## src/rtl/ap_handshake_profiler_if.sv

```systemverilog
// rtl/ap_handshake_profiler_if.sv - ap_ctrl channel taps and registered read port bundle
interface ap_handshake_profiler_if #(
    parameter int N_CH  = 4,
    parameter int CNT_W = 32
);
    logic [N_CH-1:0]  ap_start;
    logic [N_CH-1:0]  ap_ready;
    logic [N_CH-1:0]  ap_done;
    logic [N_CH-1:0]  ap_continue;
    logic             rd_en;
    logic [3:0]       rd_ch;
    logic [2:0]       rd_addr;
    logic [CNT_W-1:0] rd_data;
    logic             rd_valid;

    // Observed kernel / read master side
    modport master (
        output ap_start, ap_ready, ap_done, ap_continue, rd_en, rd_ch, rd_addr,
        input  rd_data, rd_valid
    );

    // Profiler side
    modport slave (
        input  ap_start, ap_ready, ap_done, ap_continue, rd_en, rd_ch, rd_addr,
        output rd_data, rd_valid
    );
endinterface

```

## src/rtl/ap_handshake_profiler.sv

```systemverilog
// rtl/ap_handshake_profiler.sv - per-channel ap_ctrl handshake statistics; HS_PROF_MAXLAT_EN adds MAX_BUSY tracking
module ap_handshake_profiler #(
    parameter int N_CH    = 4,
    parameter int CNT_W   = 32,
    parameter int MAX_OUT = 4
) (
    input  logic                 clock,
    input  logic                 reset,
    input  logic                 enable,
    input  logic                 clear,
    input  logic                 finish,
    ap_handshake_profiler_if.slave bus,
    output logic [1:0]           state,
    output logic [N_CH-1:0]      err
);
    localparam logic [1:0]       ST_IDLE   = 2'd0;
    localparam logic [1:0]       ST_RUN    = 2'd1;
    localparam logic [1:0]       ST_FROZEN = 2'd2;
    localparam logic [CNT_W-1:0] CNT_MAX   = '1;
    localparam logic [CNT_W-1:0] CNT_ONE   = CNT_W'(1);
    localparam logic [3:0]       OUT_MAX   = 4'(MAX_OUT);

    logic [1:0]       state_q, state_d;
    logic [CNT_W-1:0] accept_q    [N_CH];
    logic [CNT_W-1:0] accept_d    [N_CH];
    logic [CNT_W-1:0] complete_q  [N_CH];
    logic [CNT_W-1:0] complete_d  [N_CH];
    logic [CNT_W-1:0] busy_q      [N_CH];
    logic [CNT_W-1:0] busy_d      [N_CH];
    logic [CNT_W-1:0] stall_q     [N_CH];
    logic [CNT_W-1:0] stall_d     [N_CH];
    logic [CNT_W-1:0] last_busy_q [N_CH];
    logic [CNT_W-1:0] last_busy_d [N_CH];
    logic [CNT_W-1:0] interval_q  [N_CH];
    logic [CNT_W-1:0] interval_d  [N_CH];
`ifdef HS_PROF_MAXLAT_EN
    logic [CNT_W-1:0] max_busy_q  [N_CH];
    logic [CNT_W-1:0] max_busy_d  [N_CH];
`endif
    logic [3:0]       outst_q     [N_CH];
    logic [3:0]       outst_d     [N_CH];
    logic [N_CH-1:0]  underflow_q, underflow_d;
    logic [N_CH-1:0]  overflow_q, overflow_d;
    logic [N_CH-1:0]  sat_q, sat_d;
    logic [CNT_W-1:0] rd_data_q, rd_data_d;
    logic             rd_valid_q, rd_valid_d;

    logic [N_CH-1:0]  acc, cmp, stl, busy_now;
    logic [CNT_W-1:0] interval_len [N_CH];

    function automatic logic [CNT_W-1:0] sat_inc(input logic [CNT_W-1:0] v, input logic inc);
        return (inc && (v != CNT_MAX)) ? v + CNT_ONE : v;
    endfunction

    // True when this increment leaves the counter pinned at its ceiling
    function automatic logic sat_hit(input logic [CNT_W-1:0] v, input logic inc);
        return inc && (v >= (CNT_MAX - CNT_ONE));
    endfunction

    assign acc = bus.ap_start & bus.ap_ready;
    assign cmp = bus.ap_done & bus.ap_continue;
    assign stl = bus.ap_done & ~bus.ap_continue;

    // Busy uses the pre-update outstanding count; interval_len includes the current cycle
    always_comb begin
        busy_now = '0;
        for (int c = 0; c < N_CH; c++) begin
            busy_now[c]     = (outst_q[c] != 4'd0) || acc[c];
            interval_len[c] = sat_inc(interval_q[c], 1'b1);
        end
    end

    // Global IDLE/RUN/FROZEN control; clear beats finish beats enable
    always_comb begin
        state_d = state_q;
        if (clear) begin
            state_d = ST_IDLE;
        end else begin
            case (state_q)
                ST_IDLE:   if (!finish && enable) state_d = ST_RUN;
                ST_RUN:    if (finish) state_d = ST_FROZEN;
                ST_FROZEN: state_d = ST_FROZEN;
                default:   state_d = ST_IDLE;
            endcase
        end
    end

    // Per-channel statistics, advanced only while running
    always_comb begin
        accept_d    = accept_q;
        complete_d  = complete_q;
        busy_d      = busy_q;
        stall_d     = stall_q;
        last_busy_d = last_busy_q;
        interval_d  = interval_q;
`ifdef HS_PROF_MAXLAT_EN
        max_busy_d  = max_busy_q;
`endif
        outst_d     = outst_q;
        underflow_d = underflow_q;
        overflow_d  = overflow_q;
        sat_d       = sat_q;
        for (int c = 0; c < N_CH; c++) begin
            if (clear) begin
                accept_d[c]    = '0;
                complete_d[c]  = '0;
                busy_d[c]      = '0;
                stall_d[c]     = '0;
                last_busy_d[c] = '0;
                interval_d[c]  = '0;
`ifdef HS_PROF_MAXLAT_EN
                max_busy_d[c]  = '0;
`endif
                outst_d[c]     = 4'd0;
                underflow_d[c] = 1'b0;
                overflow_d[c]  = 1'b0;
                sat_d[c]       = 1'b0;
            end else if (state_q == ST_RUN) begin
                accept_d[c]   = sat_inc(accept_q[c], acc[c]);
                complete_d[c] = sat_inc(complete_q[c], cmp[c]);
                busy_d[c]     = sat_inc(busy_q[c], busy_now[c]);
                stall_d[c]    = sat_inc(stall_q[c], stl[c]);
                sat_d[c]      = sat_q[c] | sat_hit(accept_q[c], acc[c])
                              | sat_hit(complete_q[c], cmp[c]) | sat_hit(busy_q[c], busy_now[c])
                              | sat_hit(stall_q[c], stl[c]) | sat_hit(interval_q[c], busy_now[c]);
                if (acc[c] && !cmp[c]) begin
                    if (outst_q[c] == OUT_MAX) overflow_d[c] = 1'b1;
                    else                       outst_d[c] = outst_q[c] + 4'd1;
                end else if (!acc[c] && cmp[c]) begin
                    if (outst_q[c] == 4'd0) underflow_d[c] = 1'b1;
                    else                    outst_d[c] = outst_q[c] - 4'd1;
                end
                if (busy_now[c]) begin
                    if (outst_d[c] == 4'd0) begin
                        last_busy_d[c] = interval_len[c];
                        interval_d[c]  = '0;
`ifdef HS_PROF_MAXLAT_EN
                        if (interval_len[c] > max_busy_q[c]) max_busy_d[c] = interval_len[c];
`endif
                    end else begin
                        interval_d[c] = interval_len[c];
                    end
                end
            end
        end
    end

    // Read mux over registered values; unknown channels and address 7 return zero
    always_comb begin
        rd_valid_d = bus.rd_en;
        rd_data_d  = rd_data_q;
        if (bus.rd_en) begin
            rd_data_d = '0;
            for (int c = 0; c < N_CH; c++) begin
                if (int'(bus.rd_ch) == c) begin
                    case (bus.rd_addr)
                        3'd0: rd_data_d = accept_q[c];
                        3'd1: rd_data_d = complete_q[c];
                        3'd2: rd_data_d = busy_q[c];
                        3'd3: rd_data_d = stall_q[c];
                        3'd4: rd_data_d = last_busy_q[c];
`ifdef HS_PROF_MAXLAT_EN
                        3'd5: rd_data_d = max_busy_q[c];
`endif
                        3'd6: rd_data_d = {{(CNT_W-7){1'b0}}, sat_q[c], overflow_q[c],
                                           underflow_q[c], outst_q[c]};
                        default: rd_data_d = '0;
                    endcase
                end
            end
        end
    end

    // State registers
    always_ff @(posedge clock or negedge reset) begin
        if (!reset) begin
            state_q     <= ST_IDLE;
            underflow_q <= '0;
            overflow_q  <= '0;
            sat_q       <= '0;
            rd_data_q   <= '0;
            rd_valid_q  <= 1'b0;
            for (int c = 0; c < N_CH; c++) begin
                accept_q[c]    <= '0;
                complete_q[c]  <= '0;
                busy_q[c]      <= '0;
                stall_q[c]     <= '0;
                last_busy_q[c] <= '0;
                interval_q[c]  <= '0;
`ifdef HS_PROF_MAXLAT_EN
                max_busy_q[c]  <= '0;
`endif
                outst_q[c]     <= 4'd0;
            end
        end else begin
            state_q     <= state_d;
            underflow_q <= underflow_d;
            overflow_q  <= overflow_d;
            sat_q       <= sat_d;
            rd_data_q   <= rd_data_d;
            rd_valid_q  <= rd_valid_d;
            for (int c = 0; c < N_CH; c++) begin
                accept_q[c]    <= accept_d[c];
                complete_q[c]  <= complete_d[c];
                busy_q[c]      <= busy_d[c];
                stall_q[c]     <= stall_d[c];
                last_busy_q[c] <= last_busy_d[c];
                interval_q[c]  <= interval_d[c];
`ifdef HS_PROF_MAXLAT_EN
                max_busy_q[c]  <= max_busy_d[c];
`endif
                outst_q[c]     <= outst_d[c];
            end
        end
    end

    assign state        = state_q;
    assign err          = underflow_q | overflow_q;
    assign bus.rd_data  = rd_data_q;
    assign bus.rd_valid = rd_valid_q;
endmodule

```

## src/flat_wrapper.sv

```systemverilog
// flat-port wrapper written by rule: the top's interface ports become plain ports
module ap_handshake_profiler_flat 
#(
    parameter int N_CH    = 4,
    parameter int CNT_W   = 32,
    parameter int MAX_OUT = 4
)
  (clock, reset, enable, clear, finish, state, err, bus_ap_start, bus_ap_ready, bus_ap_done, bus_ap_continue, bus_rd_en, bus_rd_ch, bus_rd_addr, bus_rd_data, bus_rd_valid);
  ap_handshake_profiler_if #(.N_CH(N_CH), .CNT_W(CNT_W)) bus_i ();
  input  logic clock;
  input  logic reset;
  input  logic enable;
  input  logic clear;
  input  logic finish;
  output logic [1:0] state;
  output logic [N_CH-1:0] err;
  input wire logic [$bits(bus_i.ap_start)-1:0] bus_ap_start;
  input wire logic [$bits(bus_i.ap_ready)-1:0] bus_ap_ready;
  input wire logic [$bits(bus_i.ap_done)-1:0] bus_ap_done;
  input wire logic [$bits(bus_i.ap_continue)-1:0] bus_ap_continue;
  input wire logic [$bits(bus_i.rd_en)-1:0] bus_rd_en;
  input wire logic [$bits(bus_i.rd_ch)-1:0] bus_rd_ch;
  input wire logic [$bits(bus_i.rd_addr)-1:0] bus_rd_addr;
  output wire logic [$bits(bus_i.rd_data)-1:0] bus_rd_data;
  output wire logic [$bits(bus_i.rd_valid)-1:0] bus_rd_valid;
  assign bus_i.ap_start = bus_ap_start;
  assign bus_i.ap_ready = bus_ap_ready;
  assign bus_i.ap_done = bus_ap_done;
  assign bus_i.ap_continue = bus_ap_continue;
  assign bus_i.rd_en = bus_rd_en;
  assign bus_i.rd_ch = bus_rd_ch;
  assign bus_i.rd_addr = bus_rd_addr;
  assign bus_rd_data = bus_i.rd_data;
  assign bus_rd_valid = bus_i.rd_valid;
  ap_handshake_profiler #(.N_CH(N_CH), .CNT_W(CNT_W), .MAX_OUT(MAX_OUT)) u_core (.clock(clock), .reset(reset), .enable(enable), .clear(clear), .finish(finish), .bus(bus_i), .state(state), .err(err));
endmodule
```

## config.mk

```make
export PLATFORM = sky130hd
export DESIGN_NAME = ap_handshake_profiler_flat
export DESIGN_NICKNAME = d
export VERILOG_FILES = /design/src/rtl/ap_handshake_profiler_if.sv /design/src/rtl/ap_handshake_profiler.sv /design/src/flat_wrapper.sv
export SDC_FILE = /design/constraint.sdc
export NUM_CORES = 2
export LEC_CHECK = 0
export CAP_MARGIN = 20
export CORE_MARGIN = 2
export CORE_UTILIZATION = 45
export DETAILED_ROUTE_END_ITERATION = 10
export PLACE_DENSITY = 0.66
export SETUP_SLACK_MARGIN = 0.1
export SYNTH_ARGS = -nofsm -noshare
export SYNTH_HDL_FRONTEND = slang
export SYNTH_SLANG_ARGS = --single-unit
export TNS_END_PERCENT = 1
```

## constraint.sdc

```tcl
create_clock -name clock -period 3.8 [get_ports clock]
set_input_delay 0.38 -clock clock [delete_from_list [all_inputs] [get_ports clock]]
set_output_delay 0.38 -clock clock [all_outputs]
set_load 0.005 [all_outputs]
```

* Word level (Yosys, flattened, before mapping)
Cells that the tools add are included.
** Storage, ports and cells
- Register bits :: 831
- Input bits :: 29
- Output and inout port bits :: 39
- Word-level logic and storage cells :: 472
** Operators by class
- Add/subtract/negate cells :: 28
- $lt $le $gt $ge :: 20
- Equal/unequal tests :: 40
- Muxes and demuxes :: 172
- Bitwise operators :: 25
- Reduce and logical (&&, ||, !) cells :: 147
** Operators with widths (number)
- $mux W32 :: 88
- $pmux W32 S6 :: 4
- $add A32 B1 Y32 const B :: 20
- $ge A32 B32 Y1 const B :: 20
- $ne A32 B32 Y1 const B :: 20
- $mux W4 :: 32
- $reduce_bool A2 Y1 :: 41
- $logic_and A1 B1 Y1 :: 45
- $mux W1 :: 44
- $reduce_and A2 Y1 :: 21
- $logic_not A4 Y1 :: 9
- $eq A4 B3 Y1 const B :: 6
- $reduce_and A3 Y1 :: 8
- $or A1 B1 Y1 :: 20
- $add A4 B1 Y4 const B :: 4
- $reduce_and A4 Y1 :: 4
- $reduce_bool A4 Y1 :: 4
- $sub A4 B1 Y4 const B :: 4
- $and A4 B4 Y4 :: 3
- $logic_not A1 Y1 :: 9
- $ne A2 B2 Y1 const B :: 4
- $eq A3 B2 Y1 const B :: 2
- $eq A3 B3 Y1 const B :: 2
- $mux W2 :: 3
- other kinds (12) :: 15

* Logic depth before layout (Yosys ltp)
- Depth after elaboration :: 12
- Mapped depth :: 12
- Mapped depth without buffers :: 9

* Worst setup path after synthesis
Ideal clock, no wire load.
- Path type :: reg2reg
- Start :: reg u_core.outst_q[0] in the netlist's numbering
- End :: reg u_core.interval_q[21] in the netlist's numbering
- Arrival time :: 2.687 ns
- Data required time :: 3.674 ns
- Slack :: 0.987 ns
- Cell stages (with the launch flop) :: 11
- Period minus slack after synthesis :: 2.813 ns
- Cell sequence :: dfrtp_1 > inv_1 > ha_1 > or3b_4 > and3_4 > or3_4 > a221oi_4 > a21oi_2 > buf_2 > and3_1 > a221o_1
** Between the ends
- Word-level cells in the longest chain between the ends :: 11
- Elaborated cells on any way between the ends :: 19
- Classes of those cells :: add/sub (2); eq/ne (1); mux (10); reduce/logical (6)
** Ends and longest elaborated chain
- start, declared :: RTL line ap_handshake_profiler.sv:40 : logic [3:0] outst_q [N_CH];
- start signal, assigned by index :: RTL line ap_handshake_profiler.sv:212 : outst_q[c] <= outst_d[c];
- $sub A4 B1 Y4 / $logic_not A4 Y1 (equally long branches) :: RTL line ap_handshake_profiler.sv:131, ap_handshake_profiler.sv:130
- $mux W4 :: RTL line ap_handshake_profiler.sv:130 : if (outst_q[c] == 4'd0) underflow_d[c] = 1'b1;
- $mux W4 :: RTL line ap_handshake_profiler.sv:129 : end else if (!acc[c] && cmp[c]) begin
- $mux W4 :: RTL line ap_handshake_profiler.sv:126 : if (acc[c] && !cmp[c]) begin
- $mux W4 :: RTL line ap_handshake_profiler.sv:118 : end else if (state_q == ST_RUN) begin
- $mux W4 :: RTL line ap_handshake_profiler.sv:104 : if (clear) begin
- $logic_not A4 Y1 :: RTL line ap_handshake_profiler.sv:134 : if (outst_d[c] == 4'd0) begin
- $mux W32 :: RTL line ap_handshake_profiler.sv:134
- $mux W32 :: RTL line ap_handshake_profiler.sv:133 : if (busy_now[c]) begin
- $mux W32 :: RTL line ap_handshake_profiler.sv:118
- $mux W32 :: RTL line ap_handshake_profiler.sv:104
- end signal, assigned by index :: RTL line ap_handshake_profiler.sv:208 : interval_q[c] <= interval_d[c];
- end, declared :: RTL line ap_handshake_profiler.sv:34 : logic [CNT_W-1:0] interval_q [N_CH];
Several ways; a longest one is shown, not always the timed one. The select of a mux whose other input is x is not followed.
A chain may end at the register's enable or synchronous reset.

* Worst setup path after layout
- Start :: reg u_core.outst_q[5] in the netlist's numbering
- End :: reg u_core.last_busy_q[59] in the netlist's numbering
** Between the ends
- Word-level cells in the longest chain between the ends :: 9
- Elaborated cells on any way between the ends :: 16
- Classes of those cells :: add/sub (2); eq/ne (1); mux (6); reduce/logical (7)
** Ends and longest elaborated chain
- $sub A4 B1 Y4 / $logic_not A4 Y1 (equally long branches) :: RTL line ap_handshake_profiler.sv:131, ap_handshake_profiler.sv:130
- $mux W4 :: RTL line ap_handshake_profiler.sv:130
- $mux W4 :: RTL line ap_handshake_profiler.sv:129
- $mux W4 :: RTL line ap_handshake_profiler.sv:126
- $mux W4 :: RTL line ap_handshake_profiler.sv:118
- $mux W4 :: RTL line ap_handshake_profiler.sv:104
- $logic_not A4 Y1 :: RTL line ap_handshake_profiler.sv:134
- $reduce_bool A2 Y1 (no source line)
- $reduce_and A3 Y1 (no source line) (*)
- end signal, assigned by index :: RTL line ap_handshake_profiler.sv:207 : last_busy_q[c] <= last_busy_d[c];
- end, declared :: RTL line ap_handshake_profiler.sv:32 : logic [CNT_W-1:0] last_busy_q [N_CH];
Every way passes the cells marked *; elsewhere a longest branch is shown, timed or not. The select of a mux whose other input is x is not followed.

==> impl_results.md <==
* Commonest non-fill, non-tap cell in the layout: dfrtp_1
* Net Switching at 5.487 mW
* Outcome: complete, no violations
* Number of global-route vias before repair at 41070
* Met2 wire len at 72040 um
* Nets at 5647
* Syn. warnings at 0
* WP data required at 4.38 ns
* Number of buffers created by CTS at 95
* Tcrit/Tclk final at 87.65%
* Sw frac at 26.31%
* Sequential share of the synthesized area at 42.36%
* Placed Instance Area at 0.05171 mm^2
* Max frequency at 0.3002 GHz
* Comb power frac at 8.6%
* Gate count of the mapped netlist at 5579
* Commonest cells after routing, fill and taps aside: dfrtp_1, nor2_1, nand2_1, nand3_1, xor2_1
* Distinct cells, synth at 90
* Leak at 21.52 nW
* Overall die area at 0.1118 mm^2
* First-pass GRT wire length at 255400 um
* EDFF count, synth at 0
* Pin count of the biggest net entering global routing at 112
* Multi-input logic area at 0.02665 mm^2
* Antenna Nets Post-Route at 0
* Tightest Hold Check Type: in2reg
* Internal power at 15.37 mW
* Gr ovfl total at 0
* Fillers at 10100
* Final Non-Filler Cells at 7062
* Placement Setup Slack at 0.4431 ns
* FF/Latch Area at 0.02079 mm^2
* Mean Syn Cell Area at 8.800 um^2
* Hold_sp: clear
* Worst Setup SP: u_core.outst_q[5]$_DFFE_PN0P_
* CTS resizes at 0
* Pwr Total at 20.86 mW
* Slew HR at 29.80%
* Worst Skew at 0.04326 ns
* Row cnt at 121
* Reg power frac at 43.9%
* I/O pin total at 68
* Pwr/cell area at 378.6 mW/mm^2
* Crit-path max FO at 13
* WL final at 166000 um
* CTS tree: yes
* All-Layer GR Usage at 29.32%
* Post-synth ARST share at 100.0%
* Gpl congestion at 1.002
* Die Y at 334.3 um
* Initial Util at 45.23%
* Final Worst Setup Slack at 0.4694 ns
* Post-DP HPWL at 121200 um
* H-tree Lvls at 3
* Seq cells post-synth at 831
* Share of cells above drive strength 1 at 7.613%
* Kind of critical path: reg2reg
* Period minus WS final at 3.331 ns
* CTS root buffer: clkbuf_16
* Clock power frac at 47.5%
* Final hold slack at 0.2540 ns
* Post-route DRC at 0
* Max Root-Sink Buffers at 3
* Final setup viols at 0
* Reg clk slew, reported paths at 0.06 ns
* Area grow syn2layout at 12.20%
* Syn Nets at 5658
* Initial DRC Count at 5380
* Worst slew pin tran at 1.053 ns
* Final-report max-slew violation count at 0
* Die Wd at 334.3 um
* Routed vias at 44570
* Clock Sinks at 831
* Crit. End Element: register
* DRT Pass-1 Iters at 6
* Drt wl/cell at 23.50 um
* Hold Fails Final Rpt at 0
* Util after Layout at 50.75%
* Later-pin clock latency in the skew report at 0.70 ns
* IO Port Bufs at 67
* Arrival @ worst endpoint at 3.91 ns
* Final instance area at 0.05509 mm^2
* Vias per std cell at 6.312
* Dpl cells at 6883
* Crit start category: register
* Met1 wire length at 71570 um
* Maximum VDD drop at 317.6 uV
* RSZ-0062 raised after global routing: false
* Max cap viols at 0
* Ys flop type: dfrtp_1
* Ant diodes at 0
* Max layer used: met5
* Initial antenna violation count at 8
* Mapped Area at 0.04910 mm^2
* Total negative slack at 0 ns
* Met3 Wirelength at 15450 um
* R2R Path Start: u_core.outst_q[5]$_DFFE_PN0P_
* CORE AREA at 0.1086 mm^2
-- power groups by stage --
stage,logic [mW],registers (mW),clock network (mW)
6_report,1.79,9.16,9.90
5_1_grt,1.95,9.16,10.4
3_3_place_gp,1.75,9.31,0
4_1_cts,1.78,9.15,10.0
2_1_floorplan,0.978,9.21,0
3_5_place_dp,1.77,9.31,0
-- path summary, 6_finish.rpt --
path                       slack, ns  cells after the start                                 end
hold reg to reg                 0.52                      1   u_core.bus.rd_data[6]$_DFFE_PN0P_
min in group asynchronous       0.41                      2    u_core.accept_q[124]$_DFFE_PN0P_
setup / recovery                0.47                      9  u_core.last_busy_q[59]$_DFFE_PN0P_
hold / removal                  0.25                      3   u_core.complete_q[20]$_DFFE_PN0P_
setup reg to reg                0.47                      9  u_core.last_busy_q[59]$_DFFE_PN0P_
max in group asynchronous       2.26                      3    u_core.overflow_q[1]$_DFFE_PN0P_
-- cell type report --
| cell class | count | area share, % |
|---|---|---|
| Multi-Input combinational cell | 4308 | 48.39 |
| Clock buffer | 133 | 4.977 |
| Clock inverter | 44 | 1.113 |
| Timing Repair Buffer | 215 | 3.766 |
| Inverter | 117 | 0.7973 |
| Sequential cell | 831 | 37.75 |
| Tap cell | 1414 | 3.212 |
-- synthesized netlist by cell type (13+ instances only) --
master	n	area share, %
o41ai_1	13	0.23
nand2_1	440	3.4
a311oi_1	15	0.27
nand3_1	360	3.7
o21a_1	14	0.21
a221oi_1	44	0.78
and2_1	63	0.80
o211ai_1	24	0.37
nor4_1	60	0.76
a21o_1	35	0.54
nor3_1	143	1.5
a22o_1	28	0.50
o21ai_0	163	1.7
xor2_1	303	5.4
nor3b_1	17	0.26
mux4_2	23	1.1
nand4_1	224	2.9
o2111ai_1	20	0.36
buf_1	27	0.21
a211oi_1	93	1.4
mux2i_1	79	1.6
xnor2_1	235	4.2
nor2b_1	25	0.32
ha_1	50	1.3
buf_2	26	0.27
or3_1	85	1.1
and3_1	144	1.8
clkbuf_1	264	2.0
or4_1	23	0.35
dfrtp_1	831	42
a31oi_1	46	0.59
or2_2	23	0.29
a22oi_1	151	2.3
nand3b_1	14	0.21
o22ai_1	41	0.52
a21oi_1	208	2.1
inv_1	117	0.89
a211oi_2	27	0.69
and4_1	77	1.4
nor2_1	831	6.4
-- repair_timing --
action	4_1_cts	5_1_grt
buffers inserted	0	0
hold buffers	1	0
hold endpoints to repair	79	0
endpoints found under the setup margin	0	0
-- layer usage --
metal	up-vias	track usage, %
li1	20150	-
met1	22030	42.69
met2	2068	43.26
met3	317	5.329
met4	16	11.07
met5	-	0
-- state kept, by name, summed over array words and instances (netlist names), 16 cells and up --
signal / flops
u_core.last_busy_q: 128
u_core.complete_q: 128
u_core.outst_q: 16
u_core.accept_q: 128
u_core.stall_q: 128
u_core.bus.rd_data: 32
u_core.busy_q: 128
u_core.interval_q: 128
-- logic make-up (layout without fill, tap and decap cells) --
family | after synthesis | in the layout | share of synthesized area [%]
adders and majority gates | 50 | 50 | 1.274
buffers and inverters | 440 | 509 | 3.491
and+or+nand+nor | 2578 | 2578 | 25.85
xor gates and xnor gates | 538 | 538 | 9.598
AOI/OAI and AO/OA | 1037 | 1037 | 14.69
muxes | 105 | 105 | 2.735
DFF | 831 | 831 | 42.36
-- critical path: stages (launching register included) --
cell and delay (ns):
dfrtp_1 0.48, inv_1 0.12, ha_1 0.24, or3b_1 0.47
a21o_1 0.21, a32oi_1 0.25, o21ai_1 0.22, nor2_1 0.76
nand2_1 0.16, o311a_1 0.32
No activity file was read; power rests on OpenSTA's default activity.
